===== config.mk =====
export PLATFORM = sky130hd
export DESIGN_NAME = rpn_sequencer
export DESIGN_NICKNAME = d
export VERILOG_FILES = /design/src/rtl/rpn_sequencer.sv
export SDC_FILE = /design/constraint.sdc
export NUM_CORES = 1
export LEC_CHECK = 0
export ABC_CLOCK_PERIOD_IN_PS = 2850
export BUFFER_PORTS_ARGS = -buffer_cell sky130_fd_sc_hd__buf_2
export CORE_ASPECT_RATIO = 0.75
export CORE_UTILIZATION = 40
export CTS_BUF_LIST = sky130_fd_sc_hd__clkbuf_4 sky130_fd_sc_hd__clkbuf_8 sky130_fd_sc_hd__clkbuf_16
export DETAILED_ROUTE_END_ITERATION = 8
export SYNTH_ARGS = -nofsm -noshare
export SYNTH_HDL_FRONTEND = slang
export SYNTH_SLANG_ARGS = --single-unit

===== constraint.sdc =====
create_clock -name clock -period 2.85 [get_ports clock]
set_input_delay 0.57 -clock clock [delete_from_list [all_inputs] [get_ports clock]]
set_output_delay 0.57 -clock clock [all_outputs]
set_load 0.01 [all_outputs]

===== src/rtl/rpn_sequencer.sv =====
// rpn_sequencer: walks a stream of postfix tokens and drives a stack ALU
// with push/pop/add/multiply opcodes. It returns either the expression value
// with an overflow indication, or a malformed-expression status after
// emptying the ALU stack.
module rpn_sequencer #(
    parameter int N    = 32,
    parameter int SIZE = 16
) (
    input  logic                      clock,
    input  logic                      reset,
    input  logic                      i_tok_valid,
    output logic                      o_tok_ready,
    input  logic [1:0]                i_tok_type,
    input  logic [N-1:0]              i_tok_value,
    output logic [2:0]                o_alu_opcode,
    output logic [N-1:0]              o_alu_data,
    input  logic [N-1:0]              i_alu_result,
    input  logic                      i_alu_overflow,
    output logic                      o_res_valid,
    input  logic                      i_res_ready,
    output logic [N-1:0]              o_res_value,
    output logic [1:0]                o_res_status,
    output logic [$clog2(SIZE+1)-1:0] o_depth,
    output logic                      o_busy
);

    localparam int DW = $clog2(SIZE + 1);
    localparam logic [DW-1:0] DEPTH_MAX = DW'(SIZE);

    localparam logic [1:0] TOK_NUM = 2'b00;
    localparam logic [1:0] TOK_ADD = 2'b01;
    localparam logic [1:0] TOK_MUL = 2'b10;
    localparam logic [1:0] TOK_END = 2'b11;

    localparam logic [2:0] OPC_NOP  = 3'b000;
    localparam logic [2:0] OPC_ADD  = 3'b100;
    localparam logic [2:0] OPC_MUL  = 3'b101;
    localparam logic [2:0] OPC_PUSH = 3'b110;
    localparam logic [2:0] OPC_POP  = 3'b111;

    localparam logic [1:0] STAT_OVF = 2'b01;
    localparam logic [1:0] STAT_BAD = 2'b10;

    typedef enum logic [3:0] {
        S_IDLE, S_PUSH, S_OP, S_CAP, S_POP1, S_POP2, S_REPUSH,
        S_FPOP, S_FCAP, S_DRAIN, S_FLUSH, S_RES
    } state_t;

    state_t          r_state;
    state_t          w_next;
    logic [DW-1:0]   r_depth;
    logic [2:0]      r_alu_opcode;
    logic [N-1:0]    r_alu_data;
    logic [N-1:0]    r_acc;
    logic            r_ovf;
    logic            r_mal;
    logic [N-1:0]    r_res_value;
    logic [1:0]      r_res_status;
    logic [2:0]      w_opcode_next;
    logic            w_accept;
    logic            w_idle_accept;
    logic            w_bad_token;
    logic            w_mal_event;
    logic            w_enter_res;

    // Token acceptance and malformed-token classification in IDLE.
    always_comb begin
        // NOTE: every combinational output gets a default first so no path leaves it unassigned (no latch).
        w_bad_token = 1'b0;
        w_accept      = i_tok_valid & o_tok_ready;
        w_idle_accept = w_accept && (r_state == S_IDLE);
        unique case (i_tok_type)
            TOK_NUM:          w_bad_token = (r_depth >= DEPTH_MAX);
            TOK_ADD, TOK_MUL: w_bad_token = (r_depth < DW'(2));
            default:          w_bad_token = (r_depth != DW'(1));
        endcase
        w_mal_event = w_idle_accept && w_bad_token;
        w_enter_res = (w_next == S_RES) && (r_state != S_RES);
    end

    // State register.
    always_ff @(posedge clock) begin
        // NOTE: sequential state uses non-blocking assignments so every register samples pre-edge values.
        if (reset) r_state <= S_IDLE;
        else       r_state <= w_next;
    end

    // Next-state logic.
    always_comb begin
        w_next = r_state;
        unique case (r_state)
            S_IDLE: begin
                if (w_idle_accept) begin
                    unique case (i_tok_type)
                        TOK_NUM:          w_next = w_bad_token ? S_DRAIN : S_PUSH;
                        TOK_ADD, TOK_MUL: w_next = w_bad_token ? S_DRAIN : S_OP;
                        default: begin
                            if (!w_bad_token)            w_next = S_FPOP;
                            else if (r_depth == '0)      w_next = S_RES;
                            else                         w_next = S_FLUSH;
                        end
                    endcase
                end
            end
            S_PUSH:   w_next = S_IDLE;
            S_OP:     w_next = S_CAP;
            S_CAP:    w_next = S_POP1;
            S_POP1:   w_next = S_POP2;
            S_POP2:   w_next = S_REPUSH;
            S_REPUSH: w_next = S_IDLE;
            S_FPOP:   w_next = S_FCAP;
            S_FCAP:   w_next = S_RES;
            S_DRAIN: begin
                if (w_accept && (i_tok_type == TOK_END))
                    w_next = (r_depth == '0) ? S_RES : S_FLUSH;
            end
            S_FLUSH:  if (r_depth <= DW'(1)) w_next = S_RES;
            S_RES:    if (i_res_ready) w_next = S_IDLE;
            default:  w_next = S_IDLE;
        endcase
    end

    // Outputs decoded from the current state, plus the opcode for the coming state.
    always_comb begin
        o_tok_ready   = (r_state == S_IDLE) || (r_state == S_DRAIN);
        o_busy        = (r_state != S_IDLE);
        o_res_valid   = (r_state == S_RES);
        w_opcode_next = OPC_NOP;
        unique case (w_next)
            S_PUSH, S_REPUSH:         w_opcode_next = OPC_PUSH;
            S_OP:                     w_opcode_next = (i_tok_type == TOK_MUL) ? OPC_MUL : OPC_ADD;
            S_POP1, S_POP2, S_FPOP,
            S_FLUSH:                  w_opcode_next = OPC_POP;
            default:                  w_opcode_next = OPC_NOP;
        endcase
    end

    // Datapath: ALU command registers, depth mirror, capture and result registers.
    always_ff @(posedge clock) begin
        if (reset) begin
            r_alu_opcode <= OPC_NOP;
            r_alu_data   <= '0;
            r_depth      <= '0;
            r_acc        <= '0;
            r_ovf        <= 1'b0;
            r_mal        <= 1'b0;
            r_res_value  <= '0;
            r_res_status <= 2'b00;
        end else begin
            r_alu_opcode <= w_opcode_next;

            if (w_next == S_PUSH)        r_alu_data <= i_tok_value;
            else if (w_next == S_REPUSH) r_alu_data <= r_acc;

            // Depth tracks the ALU stack: it moves on the edge where the ALU executes the opcode.
            unique case (r_state)
                S_PUSH, S_REPUSH:                r_depth <= r_depth + DW'(1);
                S_POP1, S_POP2, S_FPOP, S_FLUSH: r_depth <= r_depth - DW'(1);
                default:                         r_depth <= r_depth;
            endcase

            if (r_state == S_CAP) begin
                r_acc <= i_alu_result;
                r_ovf <= r_ovf | i_alu_overflow;
            end

            if (w_mal_event) r_mal <= 1'b1;

            // A malformed expression always reports zero; otherwise the popped value.
            if (w_enter_res) begin
                if (r_mal || w_mal_event) begin
                    r_res_value  <= '0;
                    r_res_status <= STAT_BAD;
                end else begin
                    r_res_value  <= i_alu_result;
                    r_res_status <= r_ovf ? STAT_OVF : 2'b00;
                end
            end

            if ((r_state == S_RES) && i_res_ready) begin
                r_ovf <= 1'b0;
                r_mal <= 1'b0;
            end
        end
    end

    assign o_alu_opcode = r_alu_opcode;
    assign o_alu_data   = r_alu_data;
    assign o_res_value  = r_res_value;
    assign o_res_status = r_res_status;
    assign o_depth      = r_depth;

endmodule


Word-level counts from Yosys, hierarchy flattened
Index checks and enable logic that the tools add are counted.
{"block": "word_totals", "mem_bits_ro": 0, "ram_bits": 0, "output_inout_bits": 77, "inputBits": 71, "mem_count": 0, "latchBits": 0, "regBits": 112, "wordCells": 78}
{"block": "op_classes", "reduce_logical": 19, "n_bitwise": 2, "add_sub_neg": 2, "multipliers": 0, "n_lt_le_gt_ge": 3, "div_mod_pow": 0, "shift": 0, "n_eq_ne": 24, "muxes": 19}
{"op": "$mux 32", "n": 3}
{"op": "$pmux 4 s10", "n": 1}
{"op": "$eq 4x3->1 const B", "n": 8}
{"op": "$mux 4", "n": 7}
{"op": "$eq 4x4->1 const B", "n": 6}
{"op": "$eq 4x2->1 const B", "n": 3}
{"op": "$pmux 5 s2", "n": 1}
{"op": "$pmux 3 s3", "n": 1}
{"op": "$eq 4x1->1 const B", "n": 2}
{"op": "$pmux 4 s2", "n": 1}
{"op": "$reduce_or 2->1", "n": 4}
{"op": "$reduce_or 4->1", "n": 2}
{"op": "$add 5x1->5 const B", "n": 1}
{"op": "$ge 5x5->1 const B", "n": 1}
{"op": "$le 5x1->1 const B", "n": 1}
{"op": "$logic_and 1x1->1", "n": 5}
{"op": "$logic_not 5->1", "n": 1}
{"op": "$lt 5x2->1 const B", "n": 1}
{"op": "$ne 5x1->1 const B", "n": 1}
{"op": "$sub 5x1->5 const B", "n": 1}
{"op": "$eq 2x2->1 const B", "n": 2}
{"op": "$logic_not 4->1", "n": 1}
{"op": "$ne 4x4->1 const B", "n": 1}
{"op": "$reduce_bool 2->1", "n": 2}
{"op": "other kinds (9)", "n": 12}

Logic depth before layout (Yosys ltp)
Gate-level depths: netlist of run 1.
{"block": "depth", "depth_word": 10, "ltp_mapped": 10, "mapped_depth_nobuf": 8}

Worst setup path before layout of run 1
OpenSTA, ideal clock, no wires.
{"block": "synth_timing", "path_type": "input-to-reg", "from": "input port i_tok_type[0]", "to": "register r_alu_data[10] (netlist: o_alu_data[10])", "required_ps": 2764, "cell_stages": 9, "setup_ps": 86, "arrival_ps": 2452, "slack_ps": 312, "path_buffers": 1, "path_cell_list": "inv_1 > ha_1 > nor2b_1 > a221o_1 > a311o_1 > a21oi_1 > nand3_1 > clkbuf_1 > a211oi_1"}
{"block": "synth_between", "elab_chain_len": 9, "elab_cells_between_ends": 18, "cone_classes": "5 x eq/ne; 9 x mux; 4 x reduce/logical"}
{"item": "start: declaration", "line": "13", "rtl": "input logic [1:0] i_tok_type,"}
{"item": "$eq 2x2->1 / $eq 2x1->1 (equally long branches)", "line": "72, 94"}
{"item": "$reduce_or 2->1"}
{"item": "$pmux 1 s2", "line": "72", "rtl": "unique case (i_tok_type)"}
{"item": "$mux 4 (on tied branches)", "line": "98, 95, 96"}
{"item": "$pmux 4 s2", "line": "94", "rtl": "unique case (i_tok_type)"}
{"item": "$mux 4", "line": "93", "rtl": "if (w_idle_accept) begin"}
{"item": "$pmux 4 s10 *", "line": "91", "rtl": "unique case (r_state)"}
{"item": "$eq 4x1->1 / $eq 4x3->1 (equally long branches)", "line": "152, 153"}
{"item": "$mux 32 / $reduce_bool 2->1 (equally long branches)"}
{"item": "end signal: assignment", "line": "152", "rtl": "if (w_next == S_PUSH) r_alu_data <= i_tok_value;"}
{"item": "end signal: assignment", "line": "153", "rtl": "else if (w_next == S_REPUSH) r_alu_data <= r_acc;"}
{"item": "end: declaration", "line": "53", "rtl": "logic [N-1:0] r_alu_data;"}
Every way passes the cells marked *; elsewhere a longest branch is shown, timed or not.
A chain may end at the register's enable or synchronous reset.

Worst setup path after layout of run 1
{"block": "layout_timing", "from": "register r_state[2]", "to": "register r_res_value[21] (netlist: o_res_value[21])"}
{"block": "layout_between", "elab_chain_len": 8, "elab_cells_between_ends": 25, "cone_classes": "11 x eq/ne; 6 x mux; 1 x bitwise; 7 x reduce/logical"}
{"item": "start: declaration", "line": "49", "rtl": "state_t r_state;"}
{"item": "start signal: assignment", "line": "85", "rtl": "else r_state <= w_next;"}
{"item": "$eq 4x4->1 / $logic_not 4->1 (equally long branches)", "line": "91, 125, 71"}
{"item": "$logic_or 1x1->1", "line": "125", "rtl": "o_tok_ready = (r_state == S_IDLE) || (r_state == S_DRAIN);"}
{"item": "$and 1x1->1", "line": "70", "rtl": "w_accept = i_tok_valid & o_tok_ready;"}
{"item": "$logic_and 1x1->1 (on tied branches)", "line": "114, 71"}
{"item": "$mux 4 (on tied branches)", "line": "114, 93"}
{"item": "$pmux 4 s10", "line": "91"}
{"item": "$eq 4x4->1", "line": "78", "rtl": "w_enter_res = (w_next == S_RES) && (r_state != S_RES);"}
{"item": "$logic_and 1x1->1", "line": "78"}
{"item": "end signal: assignment", "line": "175", "rtl": "r_res_value <= i_alu_result;"}
{"item": "end: declaration", "line": "57", "rtl": "logic [N-1:0] r_res_value;"}
Parallel ways exist; a longest one is shown, timed or not.

==> impl_metrics.yaml, run 1 <==
cts:
  cts_root_buffer: "clkbuf_16"
  cts-resized-gates: 0
  numCtsBuffers: 9
  post_cts_buffers: 0
  clk_pin_slew_worst_paths_ns: 0.07
  cts.sinks: 112
  cts_tree: "yes"
  cts_hold_buf: 0
  clk_latency_ns: 0.34
  clock_path_buffers: 2
  cts_htree_levels: 3
cells_and_area:
  layout_commonest_cell: "buf_2"
  finalInstanceArea_mm2: 0.00631
  finalNetCount: 776
  seqCellArea_mm2: 0.00224
  final_cell_mix: "146 x buf_2, 112 x dfxtp_1, 101 x nand2_1"
  drive_gt1_frac: 0.295
  area_delta_synth_final_pct: 23.7
  multi_input_area_mm2: 0.00259
  fill_cells: 1206
  n_antenna_cell: 0
pwr:
  p_clk_frac: 0.207
  ir_worst_vdd_mv: 0.640
  switchingPower_mw: 2.42
  pwr-share-comb: 0.461
  p_total_mw: 6.21
  p_int_mw: 3.78
  pwr-share-seq: 0.332
  pwr_density_cell_mw_per_mm2: 983
  p_leak_nw: 2.74
  netSwitchingFraction: 0.391
worst_setup_path:
  worst-setup-path-type: "reg2reg"
  start_kind: "flip-flop"
  required_ns: 3.08
  path_max_fanout: 18
  arrival_ns: 2.69
  rrSetupSlack_ns: 0.38
  endpoint_kind: "flip-flop"
floorplan:
  io_pins: 148
  dieArea_mm2: 0.0132
  start_util: 0.413
  coreArea_mm2: 0.0123
  num_rows: 35
  chipHeight_um: 99.8
  die_w_um: 132
logic_synthesis:
  synth.distinct_cells: 61
  synth-seq-cells: 112
  synth-edff-count: 0
  synth_nets: 642
  synthesis.instances: 563
  synth_ff_type: "dfxtp_1"
  syn_avg_cell_area_um2: 9.06
  ys_warn_count: 0
  seq_area_frac_synth: 0.440
  netlist_area_mm2: 0.00510
  synthArstFlopShare: 0
hold_path:
  hold_class: "reg2reg"
routing:
  firstDrtPassIters: 4
  wirelength_mm: 13.6
  drt_iter0_drc: 156
  drc: 0
  via_count: 4411
  antenna_left: 0
  wl_per_cell_um: 15.6
  viasPerCell: 5.08
grt:
  grt.total_usage: 0.212
  grt_pass1_wl_mm: 22.2
  gr-total-overflow: 0
  grt_pass1_vias: 4370
  grt_max_degree: 39
  grt_antenna_before_repair: 0
placement:
  routabilityCongestion: 0.805
  hpwl_mm: 9.73
  port_buffers: 147
  pre_cts_ws_ns: 0.0591
  placed_area_mm2: 0.00601
sta:
  period_share: 0.865
  post-route-worst-setup-slack_ns: 0.385
  fin_worst_skew_ns: 0.00797
  timing.final.crit_period_ns: 2.47
  finalSetupViolCount: 0
  worstMarginPinSlew_ns: 0.610
  finalHoldViolCount: 0
  relSlewSlack: 0.593
  slew_viol_final: 0
  fmax_ghz: 0.406
  tns_ns: 0
  rsz0062_at_grt: "false"
run:
  drv_cap: 0
outcome:
  outcome: "finished, final reports clean"
registers in the layout (all words and copies together), names as in the netlist:
register	flops
r_ovf	1
r_acc	32
o_depth	5
o_alu_opcode	3
r_state	4
o_res_status	2
o_res_value	32
r_mal	1
o_alu_data	32
per-stage QoR:
stage,util,hold WS [ns],cells
2_1_floorplan,-,0.434,563
3_3_place_gp,0.486,0.442,852
3_5_place_dp,0.486,0.447,852
4_1_cts,0.511,0.457,868
5_1_grt,0.511,0.469,868
6_report,0.511,0.456,868
logic make-up after synthesis:
group	count (synthesis)	synth area share
AO/OA/AOI/OAI	103	0.137
XOR/XNOR	4	0.00687
adder cells (fa/ha/maj)	8	0.0196
buffers and inverters	51	0.0550
flip-flops	112	0.440
multiplexers	67	0.132
AND/OR/NAND/NOR	218	0.211
cell usage after synthesis (4+ instances only):
cell / count / area [um2]
nand2b_1: 36 / 225
a211oi_1: 33 / 248
buf_2: 5 / 25.0
mux2i_1: 67 / 671
dfxtp_1: 112 / 2240
nand2_1: 101 / 379
nor3_1: 35 / 175
a21oi_1: 42 / 210
clkbuf_1: 29 / 109
nor2b_1: 5 / 31.3
ha_1: 8 / 100
inv_1: 7 / 26.3
a31oi_1: 4 / 25.0
nor2_1: 14 / 52.6
routing by layer:
layer  track usage  up-vias  part of all wire
li1              -     2217                 -
met1         0.284     2072              0.48
met2         0.345      111              0.45
met3        0.0510       11             0.054
met4        0.0486        0             0.010
met5             0        -                 0
worst max-delay path: stages (launching register included):
cell and delay [ns]:
dfxtp_1 0.61, or3b_1 0.39, a21oi_1 0.17, a22oi_2 0.12, and2_4 0.17, or4_4 0.56
buf_12 0.19, mux2i_1 0.13
power by group through the flow:
| stage | combinational (mW) | clock, mW | sequential [mW] |
|---|---|---|---|
| after floorplan | 1.85 | 0 | 2.10 |
| after CTS | 2.88 | 1.33 | 2.06 |
| after detailed placement | 2.87 | 0 | 2.09 |
| after global placement | 2.82 | 0 | 2.08 |
| final | 2.86 | 1.29 | 2.06 |
| after global routing | 3.15 | 1.39 | 2.10 |
final cells by class:
cell class | instances | area share
multi-input combinational | 400 | 0.411
clock buffer | 12 | 0.0402
tap | 166 | 0.0329
timing repair buffer | 167 | 0.149
sequential | 112 | 0.355
clock inverter | 4 | 0.00813
inverter | 7 | 0.00416
final timing paths:
check,end,cells after the start,from
hold / removal,r_acc[18]$_SDFFE_PP0P_,2,r_acc[18]$_SDFFE_PP0P_
hold reg to reg,r_acc[18]$_SDFFE_PP0P_,2,r_acc[18]$_SDFFE_PP0P_
setup / recovery,o_res_value[21]$_SDFFE_PP0P_,7,r_state[2]$_SDFF_PP0_
setup reg to reg,o_res_value[21]$_SDFFE_PP0P_,7,r_state[2]$_SDFF_PP0_
(Power assumes the default switching activity.)
==> inputs of run 2 (changes only) <==
--- a/config.mk
+++ b/config.mk
@@ -11,6 +11,7 @@
 export CORE_UTILIZATION = 40
 export CTS_BUF_LIST = sky130_fd_sc_hd__clkbuf_4 sky130_fd_sc_hd__clkbuf_8 sky130_fd_sc_hd__clkbuf_16
 export DETAILED_ROUTE_END_ITERATION = 8
+export PLACE_DENSITY_LB_ADDON = 0.3
 export SYNTH_ARGS = -nofsm -noshare
 export SYNTH_HDL_FRONTEND = slang
 export SYNTH_SLANG_ARGS = --single-unit
==> impl_metrics.yaml, run 2 (synthesis gave the netlist of run 1 again) <==
outcome:
  outcome: "finished, final reports clean"
worst_setup_path:
  path_cells: "nor4_2 > and2_2 > o211ai_2 > and2_4 > or4_4 > buf_12 > mux2i_1"
  worst-setup-path-type: "reg2reg"
  slowest_stage: "or4_4"
  start_kind: "flip-flop"
  r2r-start: "r_state[0]$_SDFF_PP0_"
  required_ns: 3.08
  endpoint_kind: "flip-flop"
  reg2reg_to: "o_res_value[6]$_SDFFE_PP0P_"
  rrSetupSlack_ns: 0.33
  crit_path_start: "r_state[0]$_SDFF_PP0_"
  cpPeakStageDelay_ns: 0.57
  crit_cells: 7
  crit_path_end: "o_res_value[6]$_SDFFE_PP0P_"
  ff2ff_path_depth: 7
  critPathTopFamily: "simple AND/OR/NAND/NOR gates"
  path_max_fanout: 17
  worst-path-buf-inv: 1
  arrival_ns: 2.75
cells_and_area:
  finalNetCount: 777
  finalInstanceArea_mm2: 0.00631
  area_delta_synth_final_pct: 23.8
  drive_gt1_frac: 0.296
  final_cell_mix: "146 x buf_2, 112 x dfxtp_1, 101 x nand2_1"
  layout_commonest_cell: "buf_2"
  n_antenna_cell: 0
pwr:
  p_leak_nw: 2.74
  ir_worst_vdd_mv: 0.712
  pwr_density_cell_mw_per_mm2: 982
cts:
  clk_pin_slew_worst_paths_ns: 0.08
  clock_path_buffers: 2
  cts_root_buffer: "clkbuf_16"
  cts_htree_levels: 3
  post_cts_buffers: 0
  clk_latency_ns: 0.35
  cts-resized-gates: 0
  cts_tree: "yes"
  cts_hold_buf: 0
  numCtsBuffers: 9
  cts.sinks: 112
hold_path:
  hold_class: "reg2reg"
sta:
  finalHoldViolCount: 0
  slew_viol_final: 0
  finalSetupViolCount: 0
  timing.final.crit_period_ns: 2.52
  worstMarginPinSlew_ns: 0.590
  fin_worst_skew_ns: 0.00745
  rsz0062_at_grt: "false"
  period_share: 0.883
  relSlewSlack: 0.606
  tns_ns: 0
  fmax_ghz: 0.397
routing:
  firstDrtPassIters: 4
  via_count: 4429
  wl_per_cell_um: 15.4
  viasPerCell: 5.10
  drt_iter0_drc: 160
  wirelength_mm: 13.4
  drc: 0
  antenna_left: 0
floorplan:
  chipHeight_um: 99.8
  io_pins: 148
  die_w_um: 132
  start_util: 0.413
  dieArea_mm2: 0.0132
  num_rows: 35
  coreArea_mm2: 0.0123
placement:
  port_buffers: 147
  routabilityCongestion: 0.804
  placed_area_mm2: 0.00601
  hpwl_mm: 9.56
grt:
  grt_max_degree: 47
  grt_antenna_before_repair: 0
  grt_pass1_vias: 4207
  grt.total_usage: 0.205
  gr-total-overflow: 0
  grt_pass1_wl_mm: 21.6
run:
  drv_cap: 0
[run 2: cell count changes in the layout (fill, tap and decap cells not counted)]
cell | before | now
clkbuf_4 | 2 | 0
buf_4 | 17 | 18
clkbuf_8 | 1 | 0
clkinv_2 | 1 | 2
clkinv_8 | 0 | 1
inv_6 | 1 | 2
nor2_2 | 1 | 2
nor2_4 | 1 | 0
[run 2: stage by stage]
step	worst slack, ns	std cells	hold WS (ns)	utilization	power (mW)
final	0.334	869	0.459	0.511	6.20
after CTS	0.321	869	0.461	0.511	6.27
after detailed placement	0.0607	853	0.452	0.487	4.96
after floorplan	0.312	563	0.434	-	3.95
after global placement	0.128	853	0.443	0.487	4.89
after global routing	0.175	869	0.465	0.511	6.64
[run 2: layout make-up]
| type | instances | area [um2] |
|---|---|---|
| repair buffers | 168 | 946 |
| well taps | 166 | 208 |
| multi-input cells | 400 | 2590 |
| inverters | 7 | 26.3 |
| flip-flops and latches | 112 | 2240 |
| fillers | 1171 | 6030 |
| clock inverters | 7 | 81.3 |
| clock buffers | 9 | 225 |
[run 2: worst min-delay path by stage]
stage	start	endpoint	slack, ns	depth (start not counted)
final	r_acc[30]$_SDFFE_PP0P_	r_acc[30]$_SDFFE_PP0P_	0.46	2
after global routing	i_alu_result[13]	o_res_value[13]$_SDFFE_PP0P_	0.46	3
after global placement	r_acc[18]$_SDFFE_PP0P_	r_acc[18]$_SDFFE_PP0P_	0.44	2
after CTS	i_alu_result[12]	r_acc[12]$_SDFFE_PP0P_	0.46	3
after floorplan	r_ovf$_SDFFE_PP0P_	o_res_status[0]$_SDFFE_PP0P_	0.43	2
after detailed placement	r_acc[30]$_SDFFE_PP0P_	r_acc[30]$_SDFFE_PP0P_	0.45	2
[run 2: routing by layer]
| metal | wire length (um) | track usage | part of all wire | vias up |
|---|---|---|---|---|
| met5 | 0 | 0 | 0 | - |
| li1 | - | - | - | 2225 |
| met3 | 775 | 0.0490 | 0.058 | 10 |
| met1 | 6380 | 0.276 | 0.48 | 2072 |
| met2 | 6100 | 0.337 | 0.46 | 122 |
| met4 | 94 | 0.0389 | 0.0070 | 0 |
[run 2: power breakdown]
part | switching [mW] | internal [mW] | leakage (nW)
sequential | 0.202 | 1.84 | 0.910
clock | 0.608 | 0.693 | 0.149
combinational | 1.65 | 1.21 | 1.68
[run 2: worst register-to-register path, stage by stage, from the launching register on]
cell      delay, ns
dfxtp_1        0.44
nor4_2         0.46
and2_2         0.26
o211ai_2       0.13
and2_4         0.20
or4_4          0.57
buf_12         0.20
mux2i_1        0.15
